<file path="config.mk">
export PLATFORM = sky130hd
export DESIGN_NAME = aurora_tx_arb
export DESIGN_NICKNAME = d
export VERILOG_FILES = /design/src/rtl/aurora_tx_arb.sv
export SDC_FILE = /design/constraint.sdc
export NUM_CORES = 1
export LEC_CHECK = 0
export ABC_AREA = 1
export CAP_MARGIN = 20
export CORE_ASPECT_RATIO = 1.4
export CORE_MARGIN = 5
export CORE_UTILIZATION = 39
export DETAILED_ROUTE_END_ITERATION = 8
export GPL_TIMING_DRIVEN = 0
export HOLD_SLACK_MARGIN = 0.08
export PLACE_DENSITY = 0.88
export RECOVER_POWER = 50
export SKIP_LAST_GASP = 1
export SYNTH_ARGS = -nofsm -noshare
export SYNTH_HDL_FRONTEND = slang
export SYNTH_SLANG_ARGS = --single-unit
</file>
<file path="constraint.sdc">
create_clock -name usr_clk -period 4.8 [get_ports usr_clk]
set_input_delay 0.72 -clock usr_clk [delete_from_list [all_inputs] [get_ports usr_clk]]
set_output_delay 0.72 -clock usr_clk [all_outputs]
set_load 0.005 [all_outputs]
</file>
<file path="src/rtl/aurora_tx_arb.sv">
// Frame-granular round-robin arbiter feeding the Aurora TX AXI-Stream; gated by channel_up, flushes on link loss.
// Optional per-source frame counters: define AURORA_TX_ARB_STATS_EN.
module aurora_tx_arb #(
    parameter int NUM_SRC = 2,
    parameter int IDX_W   = 1,
    parameter int DROP_W  = 16
) (
    input  logic                  usr_clk,
    input  logic                  reset,
    input  logic                  channel_up,
    input  logic [NUM_SRC-1:0]    src_en,
    input  logic [NUM_SRC-1:0]    s_axis_tvalid,
    input  logic [NUM_SRC*32-1:0] s_axis_tdata,
    input  logic [NUM_SRC-1:0]    s_axis_tlast,
    output logic [NUM_SRC-1:0]    s_axis_tready,
    output logic                  m_axis_tvalid,
    output logic [31:0]           m_axis_tdata,
    output logic                  m_axis_tlast,
    input  logic                  m_axis_tready,
    output logic [IDX_W-1:0]      grant_idx,
    output logic                  busy,
    output logic [DROP_W-1:0]     drop_cnt
`ifdef AURORA_TX_ARB_STATS_EN
    ,
    input  logic                  stats_clr,
    output logic [NUM_SRC*32-1:0] frame_cnt
`endif
);

    typedef enum logic [1:0] {ST_IDLE, ST_PASS, ST_FLUSH} state_t;

    state_t             state;
    logic [NUM_SRC-1:0] eligible;
    logic               pick_valid;
    logic [IDX_W-1:0]   pick_idx;
    logic [IDX_W-1:0]   cand;
    logic               g_valid;
    logic               g_last;
    logic [31:0]        g_data;
    logic               src_hs;
    logic               flush_done;

    // Round-robin search starting one past the last grant, so the previous winner has lowest priority.
    always_comb begin
        // NOTE: every variable gets a default first so no path leaves it unassigned (no latch).
        eligible   = s_axis_tvalid & src_en;
        pick_valid = 1'b0;
        pick_idx   = grant_idx;
        cand       = '0;
        for (int k = 1; k <= NUM_SRC; k++) begin
            cand = IDX_W'((int'(grant_idx) + k) % NUM_SRC);
            if (!pick_valid && eligible[cand]) begin
                pick_valid = 1'b1;
                pick_idx   = cand;
            end
        end
    end

    always_comb begin
        g_valid       = s_axis_tvalid[grant_idx];
        g_last        = s_axis_tlast[grant_idx];
        g_data        = s_axis_tdata[32*grant_idx +: 32];
        s_axis_tready = '0;
        m_axis_tvalid = 1'b0;
        m_axis_tdata  = '0;
        m_axis_tlast  = 1'b0;
        case (state)
            ST_PASS: begin
                s_axis_tready[grant_idx] = m_axis_tready;
                m_axis_tvalid            = g_valid & channel_up;
                m_axis_tdata             = m_axis_tvalid ? g_data : 32'd0;
                m_axis_tlast             = g_last;
            end
            ST_FLUSH: s_axis_tready[grant_idx] = 1'b1;
            default: ;
        endcase
    end

    // A source-side handshake on the last beat ends the frame; without the link it counts as dropped.
    assign src_hs     = g_valid & s_axis_tready[grant_idx];
    assign flush_done = src_hs & g_last &
                        ((state == ST_FLUSH) || ((state == ST_PASS) && !channel_up));
    assign busy       = (state != ST_IDLE);

    always_ff @(posedge usr_clk or posedge reset) begin
        // NOTE: sequential state uses non-blocking assignments so every flop samples pre-edge values.
        if (reset) begin
            state     <= ST_IDLE;
            grant_idx <= IDX_W'(NUM_SRC - 1);
            drop_cnt  <= '0;
        end else begin
            if (flush_done && (drop_cnt != '1))
                drop_cnt <= drop_cnt + DROP_W'(1);
            case (state)
                ST_IDLE: begin
                    if (channel_up && pick_valid) begin
                        grant_idx <= pick_idx;
                        state     <= ST_PASS;
                    end
                end
                ST_PASS: begin
                    if (src_hs && g_last)
                        state <= ST_IDLE;
                    else if (!channel_up)
                        state <= ST_FLUSH;
                end
                ST_FLUSH: begin
                    if (flush_done)
                        state <= ST_IDLE;
                end
                default: state <= ST_IDLE;
            endcase
        end
    end

`ifdef AURORA_TX_ARB_STATS_EN
    logic        fwd_done;
    logic [31:0] frame_q [NUM_SRC];

    assign fwd_done = (state == ST_PASS) && channel_up && src_hs && g_last;

    always_ff @(posedge usr_clk or posedge reset) begin
        // NOTE: the counters are individual flops, not RAM, so they can and do take the async reset.
        if (reset) begin
            for (int i = 0; i < NUM_SRC; i++)
                frame_q[i] <= '0;
        end else begin
            for (int i = 0; i < NUM_SRC; i++) begin
                if (stats_clr)
                    frame_q[i] <= '0;
                else if (fwd_done && (grant_idx == IDX_W'(i)))
                    frame_q[i] <= frame_q[i] + 32'd1;
            end
        end
    end

    always_comb begin
        frame_cnt = '0;
        for (int i = 0; i < NUM_SRC; i++)
            frame_cnt[32*i +: 32] = frame_q[i];
    end
`endif

endmodule

</file>
==> metrics.md, run 1 <==
| Metric | Value |
|---|---|
| Relative slew slack | `49.9%` |
| Setup crit start | `s_axis_tvalid[0]` |
| Skew-Pair Late Insertion Delay | `0.26 ns` |
| Crit path time final | `3.40 ns` |
| Total gr overflow | `0` |
| Most used cell, CP | `nand2_1` |
| Setup Skew | `0.00197 ns` |
| Kind of critical path | `in2out` |
| Critical Path Sink | `m_axis_tdata[9]` |
| # DRC | `0` |
| Crit Path Max Fanout | `10` |
| Post-synth top area share | `35.9%` |
| Worst R2R End | `drop_cnt[8]` |
| Pleak | `1.52 nW` |
| Fmax | `0.294 GHz` |
| Final period utilization | `70.9%` |
| Outcome | `finished clean` |
| Post-Syn Area per Cell | `5.58 sq um` |
| Die height | `91.5 um` |
| Highest-delay cell along the critical path | `dlygate4sd3_1` |
| Clk root buf | `clkbuf_8` |
| Row count | `29` |
| Final Hold Fails | `0` |
| Crit path capture type | `output pin` |
| PD cells | `246 nW/um^2` |
| Core Footprint | `4570 sq um` |
| Routed wire length per instance | `14.6 um` |
| Layout cells sized above 1 | `2.59%` |
| Final Max Tran Viols | `0` |
| Die area | `6250 sq um` |
| Cell Count Post-Placement | `521` |
| Worst R2R Start | `drop_cnt[0]` |
| RSZ-0062 raised after global routing | `false` |
| Post-CTS Repair Setup Buffers | `0` |
| Resized Gates After CTS | `0` |
| Max incr delay on CP | `0.60 ns` |
| Arr. time, crit path | `2.68 ns` |
| First-pass GRT wire length | `11900 um` |
| Synth Register Bits | `19` |
| Antenna viol nets, final | `0` |
| PortBufs | `127` |
| ANT cells | `0` |
| Worst slew pin tran | `0.751 ns` |
| R2R Setup Slk | `2.66 ns` |
| Vias per cell | `4.91` |
| Area delta synth->final | `74.8%` |
| CTS sink cnt | `19` |
| Final WL | `7660 um` |
| Setup TNS | `0 ns` |
| Seq/Total Area, Yosys | `25.7%` |
| Area contributors post-synth | `nand2_1, dfrtp_1, a21oi_1` |
| CTS Hold Bufs | `0` |
| Mapped Cells | `332` |
| CTS tree | `done` |
| Mapped cell area | `1850 sq um` |
| DRT iter0 DRCs | `153` |
| Cts bufs inserted | `3` |
| Die X | `68.2 um` |
| Worst Hold Class | `reg2reg` |
| Vias in the first global route | `2483` |
| Final setup violation count | `0` |
| Clk pin slew, worst setup/hold paths | `0.07 ns` |
| Starting Density | `40.5%` |
| CTS HTree Levels | `1` |
| Top cell type by total area after synthesis | `nand2_1` |
| Via count | `2576` |
| Worst Setup Start Kind | `primary input` |
| IO Count | `128` |
| Final #Nets | `542` |
| CP required | `4.08 ns` |
| Worst IR drop on VDD | `0.186 mV` |
| GP Congestion | `0.941` |
| Post-synthesis cell type count | `23` |
| Reg2Reg Depth | `10` |
| Hpwl dp | `6360 um` |
| Crit-path cells | `dlygate4sd3_1 > nand2_1 > nand2_1 > nand3_1 > clkbuf_1 > a21oi_1 > clkdlybuf4s50_1` |
| Syn. warnings | `0` |
| Max_cap viols | `0` |
| Post-Layout Cell Count | `525` |
| Drt pass-1 iters | `4` |
| Met3 wire len | `1140 um` |
| Max layer used | `met4` |
| Met2 routed WL | `3640 um` |
| Wire length on met1 | `2690 um` |
| Gr usage total | `24.3%` |
| Post-Syn Nets | `410` |
| Largest net degree at the start of global routing | `20` |
| Initial antenna violation count | `0` |
| Clock tree buffer depth | `2` |
-- layer usage --
layer	GRT usage, %	vias to the layer above
met1	24.5	1137
met3	12.3	16
met2	42.4	130
li1	-	1293
met4	7.30	0
met5	0	-
-- cell usage after synthesis (all sizes together) --
library cell  count
nand2           179
a21oi            34
inv              27
nor2             23
dfrtp            18
nand3            14
buf               7
clkbuf            6
o21ai             6
nand4             5
xnor2             5
ha                4
xor2              3
dfstp             1
-- power by group --
| part | switching [mW] | internal (mW) | total (mW) |
|---|---|---|---|
| Sequential | 0.0207 | 0.178 | 0.198 |
| Clock | 0.0531 | 0.0592 | 0.112 |
| Combinational | 0.270 | 0.215 | 0.485 |
| Total | 0.343 | 0.452 | 0.795 |
-- critical path, delay by kind of cell --
family | cells | cell delay (ns)
AO/OA/AOI/OAI | 1 | 0.21
buffers and inverters | 3 | 1.41
AND/OR/NAND/NOR | 3 | 0.34
-- how the worst min path moves through the flow --
stage                        start  endpoint  slack (ns)  depth (start not counted)
after CTS                 state[1]  state[1]        0.52                          2
final                     state[1]  state[1]        0.51                          2
after detailed placement  state[1]  state[1]        0.50                          2
after floorplan           state[1]  state[1]        0.47                          2
after global routing      state[0]  state[0]        0.54                          2
after global placement    state[1]  state[1]        0.49                          2
-- stage by stage --
| stage | setup WS (ns) | hold slack (ns) | total power, mW | cell area [sq um] | utilization [%] |
|---|---|---|---|---|---|
| CTS | 1.46 | 0.515 | 0.805 | 3250 | 71.0 |
| detailed placement | 1.46 | 0.501 | 0.693 | 3200 | 70.0 |
| global placement | 1.48 | 0.488 | 0.673 | 3200 | 70.0 |
| global route | 1.22 | 0.538 | 0.868 | 3240 | 70.8 |
| finish | 1.40 | 0.511 | 0.795 | 3240 | 70.8 |
| floorplan | 2.74 | 0.467 | 0.470 | 1850 | - |
-- cell type report --
cell class	instances	area, sq um
Buffer	13	65.1
Clock buffer	4	45.0
Sequential cell	19	477
Tap cell	62	77.6
Multi-Input combinational cell	273	1200
Inverter	27	101
Fill cell	408	1340
Timing Repair Buffer	127	1270
-- cells by family after synthesis --
family / after synthesis / share of synthesized area (%)
AOI/OAI and AO/OA: 40 / 10.8
xor gates and xnor gates: 8 / 3.78
adders and majority gates: 4 / 2.70
buffers and inverters: 40 / 9.19
DFF: 19 / 25.7
and+or+nand+nor: 221 / 47.8
-- layout by cell type (no fill, tap or decap), drive strengths merged, types with 11 or more instances in the layout --
master,n
a21oi,34
clkbuf,11
clkdlybuf4s50,109
dfrtp,18
dlygate4sd3,18
inv,27
nand2,179
nand3,14
nor2,23
-- registers in the layout, indices dropped and copies added (netlist names) --
signal / flops
state: 2
grant_idx: 1
drop_cnt: 16
Power figures use the tool's default switching activity.
==> run 2: changes to the inputs <==
- CORE_UTILIZATION: 39 -> 32
- PLACE_DENSITY: 0.88 -> 0.77
- clock period: 4.8 -> 3.1 ns (I/O delays scaled with it)
==> metrics.md, run 2 (synthesis results as in run 1) <==
| Metric | Value |
|---|---|
| Setup crit start | `s_axis_tvalid[1] (was s_axis_tvalid[0])` |
| CTS tree | `done (unchanged)` |
| Crit-path cells | `dlygate4sd3_1 > nand2_1 > nand2_1 > nand3_1 > clkbuf_1 > a21oi_1 > clkdlybuf4s50_1 (unchanged)` |
| Cts bufs inserted | `3 (unchanged)` |
| Vias per cell | `4.83 (was 4.91)` |
| Most common cell after layout, fill and taps aside | `nand2_1 (unchanged)` |
| Setup Skew | `0.00262 ns (was 0.00197 ns)` |
| Max incr delay on CP | `0.60 ns (about the same)` |
| PD cells | `377 nW/um^2 (was 246 nW/um^2)` |
| Kind of critical path | `in2out (unchanged)` |
| Hpwl dp | `6160 um (was 6360 um)` |
| Crit Path Max Fanout | `10 (unchanged)` |
| Area of the multi-input gates | `1200 sq um (unchanged)` |
| Drt pass-1 iters | `4 (unchanged)` |
| CP bufs+invs | `3 (unchanged)` |
| Die X | `74.3 um (was 68.2 um)` |
| GP Congestion | `0.968 (was 0.941)` |
| DRT iter0 DRCs | `92 (was 153)` |
| Clk root buf | `clkbuf_8 (unchanged)` |
| Final setup violation count | `0 (unchanged)` |
| CTS HTree Levels | `1 (unchanged)` |
| Pwr Total | `1.22 mW (was 0.795 mW)` |
| Setup TNS | `0 ns (unchanged)` |
| Crit path capture type | `output pin (unchanged)` |
| Resized Gates After CTS | `0 (unchanged)` |
| Most used cell, CP | `nand2_1 (unchanged)` |
| Most frequent cells in the layout | `nand2_1, clkdlybuf4s50_1, a21oi_1 (unchanged)` |
| Die height | `100 um (was 91.5 um)` |
| Clock tree buffer depth | `2 (unchanged)` |
| FF+latch area | `477 sq um (unchanged)` |
| Logic gate share of total power | `60.3% (was 61.0%)` |
| Fmax | `0.345 GHz` |
| Layout cells sized above 1 | `2.81% (was 2.59%)` |
| Post-CTS Repair Setup Buffers | `0 (unchanged)` |
| Top reg by flops | `drop_cnt (unchanged)` |
| Total gr overflow | `0 (unchanged)` |
| Worst IR drop on VDD | `0.370 mV (was 0.186 mV)` |
| # DRC | `0 (unchanged)` |
| Largest register FFs | `16 (unchanged)` |
| CP required | `2.63 ns (was 4.08 ns)` |
| Worst hold slack | `0.514 ns (was 0.511 ns)` |
| Outcome | `finished clean (unchanged)` |
| Gr usage total | `19.6% (was 24.3%)` |
| Worst Setup Start Kind | `primary input (unchanged)` |
| Area delta synth->final | `75.2% (was 74.8%)` |
| Vias in the first global route | `2421 (was 2483)` |
| Starting Density | `33.3% (was 40.5%)` |
| Final #Nets | `542 (unchanged)` |
| Final period utilization | `93.5%` |
| Min-Delay Startpoint | `state[0] (was state[1])` |
| Antenna viol nets, final | `0 (unchanged)` |
| Share of power burned in registers | `25.0% (was 24.9%)` |
| Core Footprint | `5570 sq um (was 4570 sq um)` |
| CTS sink cnt | `19 (unchanged)` |
| Arr. time, crit path | `2.43 ns (was 2.68 ns)` |
| Cell Count Post-Placement | `527 (was 521)` |
| Initial antenna violation count | `0 (unchanged)` |
| Largest net degree at the start of global routing | `20 (unchanged)` |
| Worst Hold Class | `reg2reg (unchanged)` |
| Relative slew slack | `48.7% (was 49.9%)` |
| Worst slew pin tran | `0.768 ns (was 0.751 ns)` |
| Internal Pwr Total | `0.700 mW (was 0.452 mW)` |
| Die area | `7430 sq um (was 6250 sq um)` |
| CTS Hold Bufs | `0 (unchanged)` |
| Clk pin slew, worst setup/hold paths | `0.07 ns (about the same)` |
| Via count | `2563 (was 2576)` |
| Skew-Pair Late Insertion Delay | `0.27 ns (was 0.26 ns)` |
| PortBufs | `127 (unchanged)` |
| Crit path max-delay family | `buffers and inverters (unchanged)` |
| Final WL | `7410 um (was 7660 um)` |
| Post-Layout Cell Count | `531 (was 525)` |
| Routed wire length per instance | `13.9 um (was 14.6 um)` |
| Row count | `32 (was 29)` |
| Layout filler cell count | `554 (was 408)` |
| Highest-delay cell along the critical path | `dlygate4sd3_1 (unchanged)` |
| Crit path time final | `2.90 ns` |
| Sw Ratio | `42.8% (was 43.2%)` |
| Net Switching | `0.523 mW (was 0.343 mW)` |
| Final Max Tran Viols | `0 (unchanged)` |
| First-pass GRT wire length | `11500 um (was 11900 um)` |
| Max_cap viols | `0 (unchanged)` |
| Final Hold Fails | `0 (unchanged)` |
| Largest regs | `drop_cnt: 16 flops, state: 2 flops, grant_idx: 1 flops (unchanged)` |
| ANT cells | `0 (unchanged)` |
| Clock power share | `14.7% (was 14.1%)` |
| RSZ-0062 raised after global routing | `false (unchanged)` |
| Worst R2R Start | `drop_cnt[1] (was drop_cnt[0])` |
| IO Count | `128 (unchanged)` |
| Pleak | `1.52 nW (about the same)` |
-- run 2: cell count changes in the layout (fill, tap and decap cells not counted), sizes merged --
cell,change
clkdlybuf4s50,-1
dlygate4sd3,+1
-- run 2: final cells by class --
| class | instances | share of cell area (%) |
|---|---|---|
| timing repair buffer | 127 | 39.2 |
| multi-input combinational | 273 | 37.0 |
| sequential | 19 | 14.7 |
| inverter | 27 | 3.12 |
| tap | 68 | 2.62 |
| buffer | 13 | 2.01 |
| clock buffer | 4 | 1.39 |
-- run 2: worst paths after layout --
path | to | slack, ns | cells after the start
setup / recovery | m_axis_tdata[26] | 0.20 | 7
min in group asynchronous | state[0] | 0.77 | 2
hold reg to reg | state[0] | 0.51 | 2
setup reg to reg | drop_cnt[14] | 0.96 | 10
max in group asynchronous | drop_cnt[5] | 1.85 | 2
hold / removal | state[0] | 0.51 | 2
-- run 2: power groups by stage --
stage                     combinational, mW  clock, mW  sequential [mW]
final                                 0.737      0.180            0.306
after global routing                  0.839      0.190            0.313
after floorplan                       0.420          0            0.307
after global placement                0.736          0            0.311
after detailed placement              0.754          0            0.311
after CTS                             0.758      0.184            0.307
-- run 2: stage by stage --
| stage | cell area (sq um) | worst slack (ns) | util (%) |
|---|---|---|---|
| 6_report | 3240 | 0.202 | 58.3 |
| 5_1_grt | 3240 | 0.0197 | 58.3 |
| 4_1_cts | 3250 | 0.206 | 58.5 |
| 3_5_place_dp | 3210 | 0.205 | 57.6 |
| 3_3_place_gp | 3210 | 0.215 | 57.6 |
| 2_1_floorplan | 1850 | 1.36 | - |
-- run 2: tightest hold or removal path, cell delays in order (launching register included) --
cell,delay (ns)
dfrtp_1,0.37
nand2_1,0.06
nand2_1,0.05
-- run 2: per-layer routing --
metal	vias up	track usage (%)	wire, um
met2	119	35.1	3430
li1	1288	-	-
met3	15	7.21	1030
met1	1141	20.8	2770
met4	0	6.16	181
met5	-	0	0
==> run 3: changes to the inputs <==
- CORE_UTILIZATION: 32 -> 39
- PLACE_DENSITY: 0.77 -> 0.88
- clock period: 3.1 -> 3.7 ns (I/O delays scaled with it)
==> results of run 3 <==
Same layout as run 1 (identical final DEF). Status: finished clean.
Main changes from that run: setup slack after placement 1.46 ns -> 0.688 ns; setup slack after layout 1.40 ns -> 0.628 ns; register-to-register setup slack 2.66 ns -> 1.56 ns; total power 0.795 mW -> 1.03 mW; worst IR drop on VDD 0.186 mV -> 0.242 mV
